===== src/rtl/mod_exp_pkg.sv =====
// Shared types for the modular-exponentiation controller: FSM states, exponent bit index and
// a leading-one finder used when leading-zero skipping is built in.
package mod_exp_pkg;

  // Widest exponent the controller supports; bit_idx_t is sized from it.
  localparam int unsigned MaxExpWidth = 16;

  typedef logic [$clog2(MaxExpWidth)-1:0] bit_idx_t;

  typedef enum logic [2:0] {
    StIdle,
    StSqrIssue,
    StSqrWait,
    StMulIssue,
    StMulWait,
    StFinish
  } state_e;

  function automatic bit_idx_t msb_idx(input logic [MaxExpWidth-1:0] v);
    bit_idx_t idx;
    idx = '0;
    for (int unsigned i = 0; i < MaxExpWidth; i++) begin
      if (v[i]) idx = bit_idx_t'(i);
    end
    return idx;
  endfunction

endpackage


===== src/rtl/mod_exp_ctrl_if.sv =====
// Request/response and external-multiplier signals of mod_exp_ctrl.
// master: requester plus multiplier side; slave: the controller.
interface mod_exp_ctrl_if #(
  parameter int unsigned WIDTH     = 128,
  parameter int unsigned EXP_WIDTH = 16
);
  logic                 start;
  logic [WIDTH-1:0]     base;
  logic [EXP_WIDTH-1:0] exponent;
  logic                 busy;
  logic                 done;
  logic [WIDTH-1:0]     result;
  logic [WIDTH-1:0]     mm_a;
  logic [WIDTH-1:0]     mm_b;
  logic                 mm_enable;
  logic [WIDTH-1:0]     mm_r;
  logic                 mm_done;

  modport master (
    output start, base, exponent, mm_r, mm_done,
    input  busy, done, result, mm_a, mm_b, mm_enable
  );

  modport slave (
    input  start, base, exponent, mm_r, mm_done,
    output busy, done, result, mm_a, mm_b, mm_enable
  );
endinterface


===== src/rtl/mod_exp_ctrl.sv =====
// Left-to-right square-and-multiply controller driving an external modular multiplier.
// Define MOD_EXP_SKIP_LZ_EN to skip leading zero exponent bits (acc starts at base).
module mod_exp_ctrl
  import mod_exp_pkg::*;
#(
  parameter int unsigned P         = 37,
  parameter int unsigned WIDTH     = 128,
  parameter int unsigned EXP_WIDTH = 16
) (
  input logic           clk,
  input logic           reset,
  mod_exp_ctrl_if.slave bus
);

  if (EXP_WIDTH == 0 || EXP_WIDTH > MaxExpWidth) begin : g_bad_exp_width
    $error("EXP_WIDTH out of range");
  end
  if (P < 3 || (P % 2) == 0) begin : g_bad_modulus
    $error("P must be an odd prime");
  end

  state_e                 r_state, w_state_d;
  logic [WIDTH-1:0]       r_acc, w_acc_d;
  logic [WIDTH-1:0]       r_base, w_base_d;
  logic [MaxExpWidth-1:0] r_exp, w_exp_d;
  bit_idx_t               r_idx, w_idx_d;
  logic [WIDTH-1:0]       r_result, w_result_d;
  logic                   w_last, w_bit;
`ifdef MOD_EXP_SKIP_LZ_EN
  bit_idx_t               w_lz_idx;
`endif

  assign w_last = (r_idx == '0);
  assign w_bit  = r_exp[r_idx];

  always_ff @(posedge clk) begin
    if (reset) begin
      r_state  <= StIdle;
      r_acc    <= WIDTH'(1);
      r_base   <= '0;
      r_exp    <= '0;
      r_idx    <= '0;
      r_result <= '0;
    end else begin
      r_state  <= w_state_d;
      r_acc    <= w_acc_d;
      r_base   <= w_base_d;
      r_exp    <= w_exp_d;
      r_idx    <= w_idx_d;
      r_result <= w_result_d;
    end
  end

  always_comb begin
    w_state_d  = r_state;
    w_acc_d    = r_acc;
    w_base_d   = r_base;
    w_exp_d    = r_exp;
    w_idx_d    = r_idx;
    w_result_d = r_result;
`ifdef MOD_EXP_SKIP_LZ_EN
    w_lz_idx   = msb_idx(MaxExpWidth'(bus.exponent));
`endif
    unique case (r_state)
      StIdle: begin
        if (bus.start) begin
          w_base_d = bus.base;
          w_exp_d  = MaxExpWidth'(bus.exponent);
`ifdef MOD_EXP_SKIP_LZ_EN
          if (bus.exponent == '0) begin
            w_acc_d   = WIDTH'(1);
            w_state_d = StFinish;
          end else begin
            // acc = base**1 at the leading one; base < P so no reduction needed
            w_acc_d = bus.base;
            if (w_lz_idx == '0) begin
              w_state_d = StFinish;
            end else begin
              w_idx_d   = w_lz_idx - 1'b1;
              w_state_d = StSqrIssue;
            end
          end
`else
          w_acc_d   = WIDTH'(1);
          w_idx_d   = bit_idx_t'(EXP_WIDTH - 1);
          w_state_d = StSqrIssue;
`endif
        end
      end
      StSqrIssue: w_state_d = StSqrWait;
      StSqrWait: begin
        if (bus.mm_done) begin
          w_acc_d = bus.mm_r;
          if (w_bit) begin
            w_state_d = StMulIssue;
          end else if (w_last) begin
            w_state_d = StFinish;
          end else begin
            w_idx_d   = r_idx - 1'b1;
            w_state_d = StSqrIssue;
          end
        end
      end
      StMulIssue: w_state_d = StMulWait;
      StMulWait: begin
        if (bus.mm_done) begin
          w_acc_d = bus.mm_r;
          if (w_last) begin
            w_state_d = StFinish;
          end else begin
            w_idx_d   = r_idx - 1'b1;
            w_state_d = StSqrIssue;
          end
        end
      end
      StFinish: w_state_d = StIdle;
      default:  w_state_d = StIdle;
    endcase
    // Result is captured on entry so it is valid alongside done in StFinish.
    if (w_state_d == StFinish && r_state != StFinish) w_result_d = w_acc_d;
  end

  always_comb begin
    bus.busy      = (r_state != StIdle) && (r_state != StFinish);
    bus.done      = (r_state == StFinish);
    bus.result    = r_result;
    bus.mm_enable = (r_state == StSqrIssue) || (r_state == StMulIssue);
    bus.mm_a      = '0;
    bus.mm_b      = '0;
    if (r_state == StSqrIssue || r_state == StSqrWait) begin
      bus.mm_a = r_acc;
      bus.mm_b = r_acc;
    end else if (r_state == StMulIssue || r_state == StMulWait) begin
      bus.mm_a = r_acc;
      bus.mm_b = r_base;
    end
  end

endmodule


===== src/flat_wrapper.sv =====
// flat-port wrapper written by rule: the top's interface ports become plain ports
module mod_exp_ctrl_flat import mod_exp_pkg::*;
#(
  parameter int unsigned P         = 37,
  parameter int unsigned WIDTH     = 128,
  parameter int unsigned EXP_WIDTH = 16
)
  (clk, reset, bus_start, bus_base, bus_exponent, bus_mm_r, bus_mm_done, bus_busy, bus_done, bus_result, bus_mm_a, bus_mm_b, bus_mm_enable);
  mod_exp_ctrl_if #(.WIDTH(WIDTH), .EXP_WIDTH(EXP_WIDTH)) bus_i ();
  input logic clk;
  input logic reset;
  input wire logic [$bits(bus_i.start)-1:0] bus_start;
  input wire logic [$bits(bus_i.base)-1:0] bus_base;
  input wire logic [$bits(bus_i.exponent)-1:0] bus_exponent;
  input wire logic [$bits(bus_i.mm_r)-1:0] bus_mm_r;
  input wire logic [$bits(bus_i.mm_done)-1:0] bus_mm_done;
  output wire logic [$bits(bus_i.busy)-1:0] bus_busy;
  output wire logic [$bits(bus_i.done)-1:0] bus_done;
  output wire logic [$bits(bus_i.result)-1:0] bus_result;
  output wire logic [$bits(bus_i.mm_a)-1:0] bus_mm_a;
  output wire logic [$bits(bus_i.mm_b)-1:0] bus_mm_b;
  output wire logic [$bits(bus_i.mm_enable)-1:0] bus_mm_enable;
  assign bus_i.start = bus_start;
  assign bus_i.base = bus_base;
  assign bus_i.exponent = bus_exponent;
  assign bus_i.mm_r = bus_mm_r;
  assign bus_i.mm_done = bus_mm_done;
  assign bus_busy = bus_i.busy;
  assign bus_done = bus_i.done;
  assign bus_result = bus_i.result;
  assign bus_mm_a = bus_i.mm_a;
  assign bus_mm_b = bus_i.mm_b;
  assign bus_mm_enable = bus_i.mm_enable;
  mod_exp_ctrl #(.P(P), .WIDTH(WIDTH), .EXP_WIDTH(EXP_WIDTH)) u_core (.clk(clk), .reset(reset), .bus(bus_i));
endmodule

===== config.mk =====
export PLATFORM = sky130hd
export DESIGN_NAME = mod_exp_ctrl_flat
export DESIGN_NICKNAME = d
export VERILOG_FILES = /design/src/rtl/mod_exp_pkg.sv /design/src/rtl/mod_exp_ctrl_if.sv /design/src/rtl/mod_exp_ctrl.sv /design/src/flat_wrapper.sv
export SDC_FILE = /design/constraint.sdc
export NUM_CORES = 1
export LEC_CHECK = 0
export ABC_AREA = 0
export BUFFER_PORTS_ARGS = -buffer_cell sky130_fd_sc_hd__buf_2
export CAP_MARGIN = 20
export CORE_AREA = 2 2 256 258
export DETAILED_ROUTE_END_ITERATION = 6
export DIE_AREA = 0 0 258 260
export HOLD_SLACK_MARGIN = 0.03
export SYNTH_ARGS = -nofsm -noshare
export SYNTH_HDL_FRONTEND = slang
export SYNTH_SLANG_ARGS = --single-unit
export TNS_END_PERCENT = 1

===== constraint.sdc =====
create_clock -name clk -period 3.8 [get_ports clk]
set_input_delay 0.76 -clock clk [delete_from_list [all_inputs] [get_ports clk]]
set_output_delay 0.76 -clock clk [all_outputs]
set_load 0.01 [all_outputs]

==> reports/results.ini <==
[drt]
first_iter_violations=1215
wl_per_cell_um=18.5
drt_pre_antenna_iters=5
wl_mm=63.9
postRouteAntennaNets=0
drc_errors=0
vias=16427
routed_via_density=4.76

[pwr]
power.switching_mw=2.85
p_per_area_nw_per_um2=466
intPower_mw=7.67
p_leak_nw=11.0
combPwrFrac_pct=11.9
p_sw_share_pct=27.1
pwr-share-clk_pct=44.6
vdd_drop_max_uv=277
p_total_mw=10.5
pwr-share-seq_pct=43.5

[global_routing]
grt_pass1_vias=15265
grt_max_degree=129
antenna_found_initial=11
overflow=0
gr-usage-met3_pct=3.78
met2_usage_pct=29.9
met1_usage_pct=22.5
grt_pass1_wl_mm=94.2
grt.total_usage_pct=17.9
top_usage_layer=met2

[sta]
hold_viol=0
grt_setup_unrepaired=no
period_share_pct=95.3
slew_headroom_pct=47.0
setup_slack_ps=179
fin_crit_ps=3620
fin_skew_ps=16.4
setup_viol=0
max_freq_mhz=276
finalSetupTns_ps=0
tightest_slew_ps=795
drv_slew=0

[critical_path]
reg2reg_to=u_core.bus.result[60]
reg2reg_setup_slack_ps=900
cpPeakStageDelay_ps=680
slowest_stage=or2_4
reg2reg_from=u_core.r_idx[0]
path_buf_inv=1
worstPathArrival_ps=2860
required_ps=3040
crit_family=simple AND/OR/NAND/NOR gates
path_cells=nand2b_1 -> o22ai_4 -> or2_4 -> and2_1 -> buf_2
critPathLaunchType=flop
end_kind=output pin
worst_r2r_path_depth=8
path_class=reg -> out
critPathMaxFanout=65

[final_layout]
seq_area_um2=8150
drive_gt1_share_pct=30.5
multiInputGateArea_um2=7930
post-route-util_pct=35.2
area_growth_pct=34.3
nets=2827
fillers=6840

[die]
dieArea_um2=67100
initial_utilization_pct=26.2
placement_rows=93
die_h_um=260
die_w_um=258
core_area_um2=64100
ios=663

[logic_synthesis]
syn_area_per_cell_um2=8.42
synth_fa_ha_area_share_pct=0.149
synthMuxAreaShare_pct=0.535
synth_warnings=0
ys_seq_area_share_pct=48.4
synth_cell_type_count=36
synthesis.nets=2276
synth_top_family_by_area=simple AND/OR/NAND/NOR gates
synth_ff_type=dfxtp_1
yosys.area_share.xor_xnor_pct=0
synth.cell_area_um2=16800
synthSimpleGateAreaFrac_pct=24.5
synthCells=1998
ys_ff_latch=407
async_flop_share_pct=0
synth-edff-count=0
synth_compound_area_share_pct=21.5

[job]
maxCapViolCount=0

[outcome]
status=complete, no violations

[clocking]
cts_root_buf=clkbuf_16
clock_sinks=407
h-tree-depth=2
clkTransAtPathRegs_ps=60
clk_latency_ps=570
clk_path_buf_depth=3
cts_made_buffers=46
cts_tree=yes
cts_setup_buffers=0

[min_path]
worstHoldStart=bus_base[103]
min_path_type=in -> reg
worstHoldEndpoint=u_core.r_base[103]
whs_path_depth=3

[placement]
dp_hpwl_mm=44.3
place_congestion=0.912
portBuffers=662
pre_cts_ws_ps=574

## registers in the layout, summed over array words and instances (netlist names)
register and cells:
u_core.r_exp 16, u_core.r_base 128, u_core.r_idx 4, u_core.bus.result 128, u_core.r_acc 128, u_core.r_state 3
## cell usage after synthesis (all sizes together), types with 3 or more instances
master    n  area (um^2)
nand2   422         1580
dfxtp   407         8150
a21oi   274         1370
clkbuf  151          567
nand3   131          656
a21o    130          976
and2    130          813
a22o    128         1120
nor3b   127          953
buf      44          216
nor2      9         33.8
inv       7         26.3
a31oi     4         25.0
mux4      4         90.1
nand2b    4         25.0
nor2b     4         25.0
nor3      3         20.0
## power by group through the flow
stage	logic (mW)	registers, mW	clock network, mW
finish	1.25	4.58	4.69
global route	1.37	4.60	4.98
CTS	1.25	4.58	4.81
detailed placement	1.23	4.67	0
global placement	1.22	4.67	0
floorplan	0.753	4.60	0
## layout by cell type (no fill, tap or decap), types with 13 or more instances in the layout
| master | n |
|---|---|
| nor3b_1 | 127 |
| a21o_1 | 130 |
| a22o_1 | 128 |
| buf_2 | 661 |
| nand3_1 | 131 |
| buf_12 | 17 |
| clkbuf_8 | 13 |
| and2_1 | 128 |
| buf_4 | 18 |
| clkbuf_16 | 46 |
| nand2_1 | 420 |
| dfxtp_1 | 407 |
| a21oi_1 | 273 |
## logic make-up (layout without fill, tap and decap cells)
| group | count (synthesis) | after routing |
|---|---|---|
| flip-flops | 407 | 407 |
| adder cells (fa/ha/maj) | 2 | 2 |
| multiplexers | 4 | 4 |
| buffers and inverters | 202 | 787 |
| other | 0 | 10 |
| AND/OR/NAND/NOR | 833 | 834 |
| AO/OA/AOI/OAI | 550 | 550 |
## tightest hold or removal path: cells and delay by family
kind / cells / cell delay (ps)
and+or+nand+nor: 1 / 40
buffers and inverters: 1 / 90
AOI/OAI and AO/OA: 1 / 50
## worst max-delay path by stage
stage               cells after the start         startpoint       endpoint
floorplan                               6  u_core.r_state[0]  bus_mm_b[107]
detailed placement                      5  u_core.r_state[2]   bus_mm_a[57]
global route                            5  u_core.r_state[2]   bus_mm_a[77]
global placement                        5  u_core.r_state[2]   bus_mm_a[68]
CTS                                     5  u_core.r_state[2]   bus_mm_a[72]
finish                                  5  u_core.r_state[2]   bus_mm_a[79]
## metrics by stage
step,instance area [um^2],hold WS [ps],std cells
CTS,22600,372,3439
finish,22600,419,3449
global route,22600,392,3446
floorplan,16800,433,1998
global placement,21000,443,3355
detailed placement,21000,445,3355
## cell type report
cell class | instances | share of cell area, %
timing repair buffer | 697 | 16.8
clock buffer | 66 | 6.00
tap | 855 | 4.74
inverter | 7 | 0.116
antenna | 10 | 0.111
sequential | 407 | 36.1
clock inverter | 17 | 1.04
multi-input combinational | 1390 | 35.1
## what timing repair did
item,in CTS,in global routing
hold buffers,0,0
endpoints found under the setup margin,126,0
gates resized for setup,1,0
## per-layer routing
metal / up-vias / wire length (um) / share of wire, %
met5: - / 23 / 0.036
met1: 7768 / 26900 / 42
met2: 551 / 30900 / 48
met3: 129 / 4010 / 6.3
li1: 7975 / - / -
met4: 4 / 2050 / 3.2
No activity file was read; power rests on OpenSTA's default activity.
